**config.mk**
```make
export PLATFORM = sky130hd
export DESIGN_NAME = mcycle_pipe_ctrl
export DESIGN_NICKNAME = d
export VERILOG_FILES = /design/src/rtl/mcycle_pipe_ctrl.sv
export SDC_FILE = /design/constraint.sdc
export NUM_CORES = 1
export LEC_CHECK = 0
export BUFFER_PORTS_ARGS = -buffer_cell sky130_fd_sc_hd__buf_2
export CAP_MARGIN = 20
export CORE_AREA = 2 2 39 41
export DETAILED_ROUTE_END_ITERATION = 7
export DIE_AREA = 0 0 41 43
export PLACE_DENSITY = 0.76
export SYNTH_ARGS = -nofsm -noshare
export SYNTH_HDL_FRONTEND = slang
export SYNTH_SLANG_ARGS = --single-unit
```
**constraint.sdc**
```tcl
create_clock -name CLK -period 2.5 [get_ports CLK]
set_input_delay 0.125 -clock CLK [delete_from_list [all_inputs] [get_ports CLK]]
set_output_delay 0.125 -clock CLK [all_outputs]
set_load 0.005 [all_outputs]
```
**src/rtl/mcycle_pipe_ctrl.sv**
```systemverilog
// Sequencer for the multi-cycle MUL/DIV unit: issues start pulses, holds F/D/E
// for the whole operation, and arbitrates DE-register enable/clear against load-use stalls and flushes.
module mcycle_pipe_ctrl #(
  parameter int TIMEOUT = 64,
  parameter int CW      = 7
) (
  input  logic          CLK,
  input  logic          Reset,
  input  logic          MCycleOpE,
  input  logic          CondExE,
  input  logic          MSE,
  input  logic          MCDone,
  input  logic          LdUseHazard,
  input  logic          PCSrcE,
  output logic          StallF,
  output logic          StallD,
  output logic          EnDE,
  output logic          FlushD,
  output logic          FlushE,
  output logic          MCStart,
  output logic          MCOp,
  output logic          MCResSelE,
  output logic          MCBusy,
  output logic          MCErr,
  output logic [CW-1:0] CycCnt
);

  typedef enum logic [1:0] {
    S_IDLE,
    S_WAIT,
    S_DONE
  } state_t;

  localparam logic [CW-1:0] TIMEOUT_LAST = CW'(TIMEOUT - 1);

  state_t        state_q, state_d;
  logic [CW-1:0] cyc_cnt_q, cyc_cnt_d;
  logic          mc_op_q, mc_op_d;
  logic          mc_err_q, mc_err_d;
  logic          mc_req;
  logic          timeout_hit;

  assign mc_req      = MCycleOpE & CondExE;
  assign timeout_hit = (cyc_cnt_q == TIMEOUT_LAST);

  always_ff @(posedge CLK or posedge Reset) begin
    if (Reset) begin
      state_q   <= S_IDLE;
      cyc_cnt_q <= '0;
      mc_op_q   <= 1'b0;
      mc_err_q  <= 1'b0;
    end else begin
      state_q   <= state_d;
      cyc_cnt_q <= cyc_cnt_d;
      mc_op_q   <= mc_op_d;
      mc_err_q  <= mc_err_d;
    end
  end

  always_comb begin
    state_d   = state_q;
    cyc_cnt_d = cyc_cnt_q;
    mc_op_d   = mc_op_q;
    mc_err_d  = mc_err_q;
    StallF    = 1'b0;
    StallD    = 1'b0;
    EnDE      = 1'b1;
    FlushD    = 1'b0;
    FlushE    = 1'b0;
    MCStart   = 1'b0;
    MCResSelE = 1'b0;
    MCBusy    = 1'b0;
    unique case (state_q)
      S_IDLE: begin
        if (mc_req) begin
          // The request owns the pipeline: any flush is dropped so the op stays in E.
          MCStart   = ~Reset;
          StallF    = 1'b1;
          StallD    = 1'b1;
          EnDE      = 1'b0;
          mc_op_d   = MSE;
          cyc_cnt_d = '0;
          state_d   = S_WAIT;
        end else begin
          StallF = LdUseHazard;
          StallD = LdUseHazard;
          FlushD = PCSrcE;
          FlushE = LdUseHazard | PCSrcE;
        end
      end
      S_WAIT: begin
        StallF    = 1'b1;
        StallD    = 1'b1;
        EnDE      = 1'b0;
        MCBusy    = 1'b1;
        cyc_cnt_d = cyc_cnt_q + CW'(1);
        if (MCDone) begin
          state_d = S_DONE;
        end else if (timeout_hit) begin
          mc_err_d = 1'b1;
          state_d  = S_DONE;
        end
      end
      S_DONE: begin
        // The finishing op is still in E, so a new request cannot start here.
        MCResSelE = 1'b1;
        StallF    = LdUseHazard;
        StallD    = LdUseHazard;
        FlushD    = PCSrcE;
        FlushE    = LdUseHazard | PCSrcE;
        state_d   = S_IDLE;
      end
      default: begin
        state_d = S_IDLE;
      end
    endcase
  end

  assign MCOp   = mc_op_q;
  assign MCErr  = mc_err_q;
  assign CycCnt = cyc_cnt_q;

endmodule

```
Word level (Yosys, flattened, before mapping)

Index checks and enable logic that the tools add are counted.

Add/subtract/negate cells: 1
Eq/ne operators: 5
Bitwise logic cells: 4
Multiplexer cells: 18
Reductions and logical operators: 6

Operator list:

| kind                                          | count |
|---|---|
| one-hot mux 7 bit (2 select lines)            | 1 |
| 2-to-1 mux 1 bit                              | 8 |
| adder 7 x 1 -> 7 bit, second input constant   | 1 |
| == test 7 x 6 -> 1 bit, second input constant | 1 |
| 2-to-1 mux 7 bit                              | 1 |
| 2-to-1 mux 2 bit                              | 3 |
| one-hot mux 1 bit (2 select lines)            | 3 |
| AND reduction 2 bit                           | 3 |
| one-hot mux 2 bit (2 select lines)            | 1 |
| != test 3 bit, second input constant          | 1 |
| one-hot mux 1 bit (3 select lines)            | 1 |
| AND reduction 3 bit                           | 1 |
| == test 2 x 1 -> 1 bit, second input constant | 1 |
| == test 2 bit, second input constant          | 1 |
| zero test 2 bit                               | 1 |
| != test 2 bit, second input constant          | 1 |
| NOT 1 bit                                     | 2 |
| nonzero test 2 bit                            | 1 |
| AND 1 bit                                     | 1 |
| OR 1 bit                                      | 1 |

Logic and storage cells: 38
Bits of input ports: 8
Output and inout bits: 17
Register bits: 11

Depth between registers and ports, before layout

Gate-level depths: netlist of run 1.

Depth after elaboration: 4
Depth in mapped cells: 6
Mapped depth without buffers: 4

Least setup slack after synthesis of run 1

No wires, ideal clock.

Kind: register -> register
From: register state_q[1]
To: register cyc_cnt_q[6] (netlist: CycCnt[6])
Data required time: 2.364 ns
Arrival time: 1.077 ns
Setup time: 0.136 ns
Clock period less this slack: 1.212 ns
Slack: 1.288 ns
Stages on the path, launching flop included: 6
Cell sequence: dfrtp_1 -> buf_6 -> nand2b_4 -> buf_6 -> o311ai_1 -> o41ai_1

Cells in the longest elaborated chain, start to end: 3
Elaborated cells on any way between the ends: 6
Those cells by class: eq/ne (2); mux (1); reduce/logical (3)

Ends and longest elaborated chain:

| item                                                                        | RTL line | source |
|---|---|---|
| start, declared                                                             | 36       | `state_t state_q, state_d;` |
| start signal, assigned                                                      | 53       | `state_q <= state_d;` |
| == test 2 x 1 -> 1 bit / zero test 2 bit (equally long branches)            | 73       | `unique case (state_q)` |
| nonzero test 2 bit (no source line) / != test 2 bit (equally long branches) | --       |  |
| AND reduction 2 bit (no source line)                                        | --       |  |
| end signal, assigned                                                        | 54       | `cyc_cnt_q <= cyc_cnt_d;` |
| end, declared                                                               | 37       | `logic [CW-1:0] cyc_cnt_q, cyc_cnt_d;` |

Parallel ways exist; a longest one is shown, timed or not.
A chain may end at the register's enable or synchronous reset.

Worst setup path in the final report of run 1

From: register state_q[0]
To: output StallD

Cells in the longest elaborated chain, start to end: 2
Elaborated cells on any way between the ends: 4
Those cells by class: eq/ne (2); mux (1); reduce/logical (1)

Ends and longest elaborated chain:

| item                                        | RTL line | source |
|---|---|---|
| == test 2 bit, or another cell as far along | 73       |  |
| one-hot mux 1 bit (3 select lines) *        | 73       |  |
| end, declared                               | 16       | `output logic StallD,` |

Mark *: on every way between the ends. The rest lies on a longest branch, timed or not.

==> summary.md, run 1 <==
| Metric | Value |
|---|---|
| Largest cells by area after synthesis | `dfrtp_1, o41ai_1, nand4bb_4` |
| Pin count of the biggest net entering global routing | `12` |
| Rel. slew slack | `72.1%` |
| Synthesized netlist net count | `64` |
| Max FO, Critical Path | `7` |
| Seq/Total Area, Yosys | `46.0%` |
| Fmax | `0.664 GHz` |
| Post-Syn Instances | `55` |
| Post-route DRC | `0` |
| Antenna cells | `0` |
| Die Wd | `41 um` |
| Global-route wire length before repair | `2.30 mm` |
| Area of the multi-input gates | `274 um2` |
| Slew @ Worst Pin | `0.418 ns` |
| Fraction of layout cells with a size suffix above 1 | `38.3%` |
| H-tree depth | `1` |
| Kind of critical path | `flip-flop to output port` |
| Fin Setup TNS | `0 ns` |
| Total wire length | `1.38 mm` |
| RSZ-0062 raised after global routing | `false` |
| Resized Gates After CTS | `0` |
| Final number of setup-violating endpoints | `0` |
| Port Buffers | `24` |
| Post-synth EDFFs | `0` |
| Detailed Route Iter0 Violations | `3` |
| Final worst-path cycle share | `60.2%` |
| Maximum VDD drop | `0.446 mV` |
| Initial antenna violation count | `0` |
| Final min period | `1.51 ns` |
| P&R area growth vs syn | `24.5%` |
| GRT Total Usage | `19.0%` |
| CTS tree | `built` |
| CTS Buf Count | `3` |
| Share of synthesized registers carrying an async set or reset | `100%` |
| GPL Wtd Cong | `0.833` |
| Yosys reg bits | `11` |
| Yosys cell types | `25` |
| Vias/cell | `5.51` |
| Main synth FF type | `dfrtp_1` |
| Arrival time worst endpoint | `1.38 ns` |
| DR vias | `534` |
| Boundary pin count | `25` |
| Avg Cell Area, Syn | `10.9 um2` |
| Core Area | `0.00138 mm2` |
| Req. time, crit path | `2.38 ns` |
| Clock skew | `0.00809 ns` |
| Setup crit start kind | `flip-flop` |
| Skew-Pair Late Insertion Delay | `0.27 ns` |
| Nets | `91` |
| Starting Density | `43.2%` |
| Leak | `0.380 nW` |
| DP HPWL | `978 um` |
| Wire length per cell | `14.3 um` |
| Area occupied by registers | `275 um2` |
| CTS clk-pin slew, worst paths | `0.06 ns` |
| Postcts setup bufs | `0` |
| CP endpoint kind | `output port` |
| Root Driver | `clkbuf_4` |
| Maximum capacitance violations | `0` |
| Final Non-Filler Cells | `97` |
| 1st-pass router iterations | `2` |
| ANT nets after route | `0` |
| Row Count | `14` |
| Yosys top cell area share | `46.0%` |
| Final Max Tran Viols | `0` |
| Inst Count DP | `92` |
| Vert. Die Dim | `43 um` |
| Post-synth top area cell | `dfrtp_1` |
| Most frequent cells after synthesis | `dfrtp_1, inv_1, nor2_1, o41ai_1, nand3_1` |
| Final hold viol count | `0` |
| Fill cells | `132` |
| Clk sinks | `11` |
| P per Cell Area | `717 mW/mm2` |
| Clock buffer depth | `2` |
| DIE AREA | `0.00176 mm2` |
| Remaining global-route overflow | `0` |
| Yosys warning total | `0` |
| Synthesized area | `598 um2` |
| Vias in the first global route | `528` |
| Hold WC Path Type | `primary input to flip-flop` |
| Most common cell in the netlist | `dfrtp_1` |
| Status | `finished clean` |
worst max-delay path: stages, from the launching register on:
cell and delay, ns:
dfrtp_1 0.48, a21oi_2 0.23, nor2_1 0.10, a21o_1 0.18, buf_2 0.12
kinds of logic (layout without fill, tap and decap cells):
kind of cell               Yosys count  after routing  synth area share, %
and+or+nand+nor                     14             14                 16.3
muxes                                1              1                 1.88
AOI/OAI and AO/OA                   20             20                 25.5
adders and majority gates            1              1                 2.09
buffers and inverters                8             34                 8.16
DFF                                 11             11                 46.0
worst paths after layout:
| kind | cells past startpoint | start | slack [ns] | to |
|---|---|---|---|---|
| worst max-delay path | 4 | state_q[0]$_DFFE_PP0P_ | 0.99 | StallD |
| worst min-delay path | 2 | MCDone | 0.06 | state_q[0]$_DFFE_PP0P_ |
| worst max register to register | 4 | CycCnt[1]$_DFFE_PP0P_ | 1.19 | CycCnt[4]$_DFFE_PP0P_ |
| worst min register to register | 1 | MCErr$_DFFE_PP0P_ | 0.45 | MCErr$_DFFE_PP0P_ |
| max in group asynchronous | 3 | Reset | 1.78 | MCErr$_DFFE_PP0P_ |
| min in group asynchronous | 3 | Reset | 0.41 | CycCnt[3]$_DFFE_PP0P_ |
power by group:
group	total [mW]	internal, mW	switching (mW)
clock network	0.124	0.0619	0.0619
logic	0.153	0.0785	0.0742
registers	0.257	0.209	0.0477
sequential cells by signal, summed over array words and instances, names as in the netlist:
| signal | cells |
|---|---|
| CycCnt | 7 |
| state_q | 2 |
| MCErr | 1 |
| MCOp | 1 |
through the flow:
stage	instance area [um2]	worst slack (ns)	util, %	total power, mW	hold slack [ns]
finish	744	0.994	53.8	0.534	0.0645
global route	744	0.893	53.8	0.567	0.0738
CTS	744	1.00	53.8	0.534	0.0580
detailed placement	708	1.22	51.2	0.410	0.149
global placement	708	1.28	51.2	0.404	0.132
floorplan	598	1.29	-	0.346	-0.0226
what timing repair did:
item / in CTS / in global routing
hold endpoints to repair: 11 / 0
endpoints found under the setup margin: 0 / 0
hold buffers: 1 / 0
layout make-up:
cell class | count | share of cell area (%)
sequential | 11 | 37.0
multi-input combinational | 36 | 36.8
timing repair buffer | 25 | 17.5
clock buffer | 4 | 3.53
tap | 16 | 2.69
inverter | 5 | 2.52
cell usage in the layout (no fill, tap or decap), types with 2 or more instances in the layout:
cell type  instances
o21a_1             2
inv_1              5
clkbuf_4           3
o21ai_0            2
nand3_1            3
dfrtp_1           11
o311ai_1           2
a31oi_1            2
o311ai_0           2
buf_2             24
o41ai_1            4
nand2_1            2
a21o_1             2
nor2_1             4
per-layer routing:
metal | GRT usage [%] | share of wire [%] | vias to the layer above | routed length (um)
met5 | 0 | 0 | - | 0
met4 | 8.00 | 1.0 | 0 | 14
met3 | 1.57 | 7.2 | 2 | 100
met2 | 30.0 | 47 | 21 | 650
met1 | 25.5 | 45 | 248 | 619
li1 | - | - | 263 | -
Power figures use the tool's default switching activity.
==> run 2: changes to the inputs <==
- ABC_AREA: unset -> 1
- CORE_AREA: 2 2 39 41 -> unset
- CORE_MARGIN: unset -> 1.5
- CORE_UTILIZATION: unset -> 46
- DIE_AREA: 0 0 41 43 -> unset
- clock period: 2.5 -> 1.4 ns (I/O delays scaled with it)
==> run 2 against run 1 <==
Effect of this change:
- total power grew 100%
- largest cell class is now multi-input combinational cells
- register-to-register slack lost 1.0 ns
- critical endpoint is now StallF
- sequential power grew 81%
==> summary.md, run 2 <==
| Metric | Value |
|---|---|
| Root Driver | `clkbuf_4` |
| FF-to-FF path depth | `6` |
| Maximum capacitance violations | `0` |
| Internal Power | `684 uW` |
| Most frequent cells after synthesis | `nand2_1, inv_1, dfrtp_1` |
| Seq/Total Area, Yosys | `43.5%` |
| Global-route wire length before repair | `2.18 mm` |
| Yosys reg bits | `11` |
| Antenna cells | `0` |
| Starting Density | `49.3%` |
| Skew-Pair Late Insertion Delay | `0.27 ns` |
| Post-route DRC | `0` |
| Largest cells by area after synthesis | `dfrtp_1, nand2_1, inv_1` |
| Clk sinks | `11` |
| Vert. Die Dim | `40.1 um` |
| R2R Setup Slk | `0.16 ns` |
| Fin Setup TNS | `0 ns` |
| DP HPWL | `1.01 mm` |
| Post-Synth Adder-Cell Area | `1.98%` |
| Post-synthesis simple-gate area fraction | `41.3%` |
| Commonest non-fill, non-tap cell in the layout | `nand2_1` |
| Synthesized netlist net count | `99` |
| Detailed Route Iter0 Violations | `17` |
| Inst Count DP | `128` |
| Multiplexer area fraction after synthesis | `0%` |
| CTS tree | `built` |
| Core Area | `0.00128 mm2` |
| Worst Hold Launch | `MSE` |
| Fmax | `0.742 GHz` |
| Avg Cell Area, Syn | `7.03 um2` |
| Clock network fraction of design power | `20.5%` |
| Switching power | `400 uW` |
| Synth Area in XOR/XNOR | `0%` |
| P per Cell Area | `1260 mW/mm2` |
| Status | `finished clean` |
| Yosys cell types | `16` |
| Worst hold path endpoint | `MCOp$_DFFE_PP0P_` |
| Tot Pwr | `1.08 mW` |
| 1st-pass router iterations | `4` |
| Hold WC Path Type | `primary input to flip-flop` |
| Clock buffer depth | `2` |
| Initial antenna violation count | `0` |
| Fraction of layout cells with a size suffix above 1 | `33.1%` |
| Comb pwr share | `36.5%` |
| Total wire length | `1.52 mm` |
| Fill cells | `112` |
| Row Count | `13` |
| CTS Buf Count | `3` |
| DR vias | `678` |
| Remaining global-route overflow | `0` |
| DIE AREA | `0.00161 mm2` |
| Maximum VDD drop | `0.935 mV` |
| FF-to-FF End | `CycCnt[6]$_DFFE_PP0P_` |
| Area occupied by registers | `278 um2` |
| WHS | `0.0465 ns` |
| Setup crit start kind | `flip-flop` |
| GPL Wtd Cong | `0.830` |
| Kind of critical path | `flip-flop to output port` |
| Launch point of the worst reg-to-reg path | `CycCnt[0]$_DFFE_PP0P_` |
| Arrival time worst endpoint | `1.28 ns` |
| Vias in the first global route | `553` |
| Port Buffers | `24` |
| Final worst-path cycle share | `96.2%` |
| Most frequent cells in the layout | `nand2_1, buf_2, inv_1` |
| Post-Syn Instances | `90` |
| Slew @ Worst Pin | `0.412 ns` |
| Post-synth top area cell | `dfrtp_1` |
| Synthesized area | `633 um2` |
| Req. time, crit path | `1.33 ns` |
| Die Wd | `40.1 um` |
| Final Core Density | `67.0%` |
| Rel. slew slack | `72.5%` |
| Hold Path Stages | `3` |
| Final hold viol count | `0` |
| Final number of setup-violating endpoints | `0` |
| Clock skew | `0.00129 ns` |
| Vias/cell | `4.88` |
| Share of synthesized registers carrying an async set or reset | `100%` |
| Max FO, Critical Path | `6` |
| Area of the multi-input gates | `314 um2` |
| Wire length per cell | `10.9 um` |
| Yosys warning total | `0` |
| Pin count of the biggest net entering global routing | `12` |
| GRT Total Usage | `21.9%` |
| P&R area growth vs syn | `36.0%` |
| Leak | `0.503 nW` |
| Max FFs per register | `7` |
| Switching Fraction | `36.9%` |
| Final Max Tran Viols | `0` |
| Most common cell in the netlist | `nand2_1` |
| Yosys top cell area share | `43.5%` |
| Post-synth EDFFs | `0` |
| Compound-gate portion of the synthesized area | `4.35%` |
| Final min period | `1.35 ns` |
| CTS clk-pin slew, worst paths | `0.07 ns` |
| Largest family of logic cells by synthesized area | `simple AND/OR/NAND/NOR gates` |
| ANT nets after route | `0` |
| Main synth FF type | `dfrtp_1` |
| Seq pwr share | `43.0%` |
| Final Non-Filler Cells | `139` |
| Boundary pin count | `25` |
| H-tree depth | `1` |
| CP endpoint kind | `output port` |
| Nets | `134` |
[run 2: cell types whose count changed in the layout (fill, tap and decap cells not counted), sizes merged, moves of 2 or more]
| cell | change |
|---|---|
| nand3 | +5 |
| inv | +8 |
| a21o | -2 |
| o311ai | -4 |
| nor2 | +8 |
| a31oi | -2 |
| buf | +6 |
| nand2 | +35 |
| o41ai | -4 |
| o21a | -2 |
[run 2: what timing repair did]
item / in CTS / in global routing
hold buffers: 1 / 0
setup endpoints to repair: 3 / 3
buffers inserted: 3 / 3
cloned: 0 / 0
pin swaps: 1 / 1
resized for setup: 3 / 2
hold endpoints to repair: 11 / 0
[run 2: power groups by stage]
stage          clock network [mW]  registers, mW  logic, mW
2_1_floorplan                   0          0.452      0.197
3_3_place_gp                    0          0.450      0.318
3_5_place_dp                    0          0.457      0.323
4_1_cts                     0.228          0.455      0.357
5_1_grt                     0.245          0.472      0.452
6_report                    0.222          0.466      0.396
[run 2: critical path, stage by stage, from the launching register on]
cell     delay, ns
dfrtp_2       0.46
inv_2         0.11
nor2_8        0.05
nor2_4        0.11
o21ai_0       0.12
buf_2         0.15
[run 2: metrics by stage]
step           area (um2)  worst slack, ns
6_report              861           0.0530
5_1_grt               861          -0.0224
4_1_cts               828           0.0428
3_5_place_dp          764            0.203
3_3_place_gp          764            0.264
2_1_floorplan         633            0.282
[run 2: routing by layer]
metal	vias to the layer above	part of all wire, %	global-route usage, %
li1	342	-	-
met1	305	44	28.8
met2	26	46	31.0
met3	5	7.7	5.00
met4	0	2.7	16.4
met5	-	0	0
[run 2: final cells by class]
| type | count | share of cell area (%) |
|---|---|---|
| sequential | 11 | 32.3 |
| clock buffer | 4 | 3.05 |
| inverter | 13 | 5.67 |
| timing repair buffer | 31 | 20.3 |
| multi-input combinational | 65 | 36.5 |
| tap | 15 | 2.18 |
[run 2: logic make-up after synthesis]
family	Yosys count
fa+ha+maj	1
simple gates	59
buf+inv	14
compound gates	5
flops	11
[run 2: how the worst max path moves through the flow]
stage	start	endpoint	slack [ns]	cells after the start
after floorplan	state_q[0]$_DFFE_PP0P_	StallF	0.28	5
after global placement	state_q[1]$_DFFE_PP0P_	MCStart	0.26	4
after detailed placement	CycCnt[0]$_DFFE_PP0P_	CycCnt[6]$_DFFE_PP0P_	0.20	6
after CTS	state_q[1]$_DFFE_PP0P_	StallD	0.04	4
after global routing	state_q[0]$_DFFE_PP0P_	StallD	-0.02	5
final	state_q[0]$_DFFE_PP0P_	StallF	0.05	5
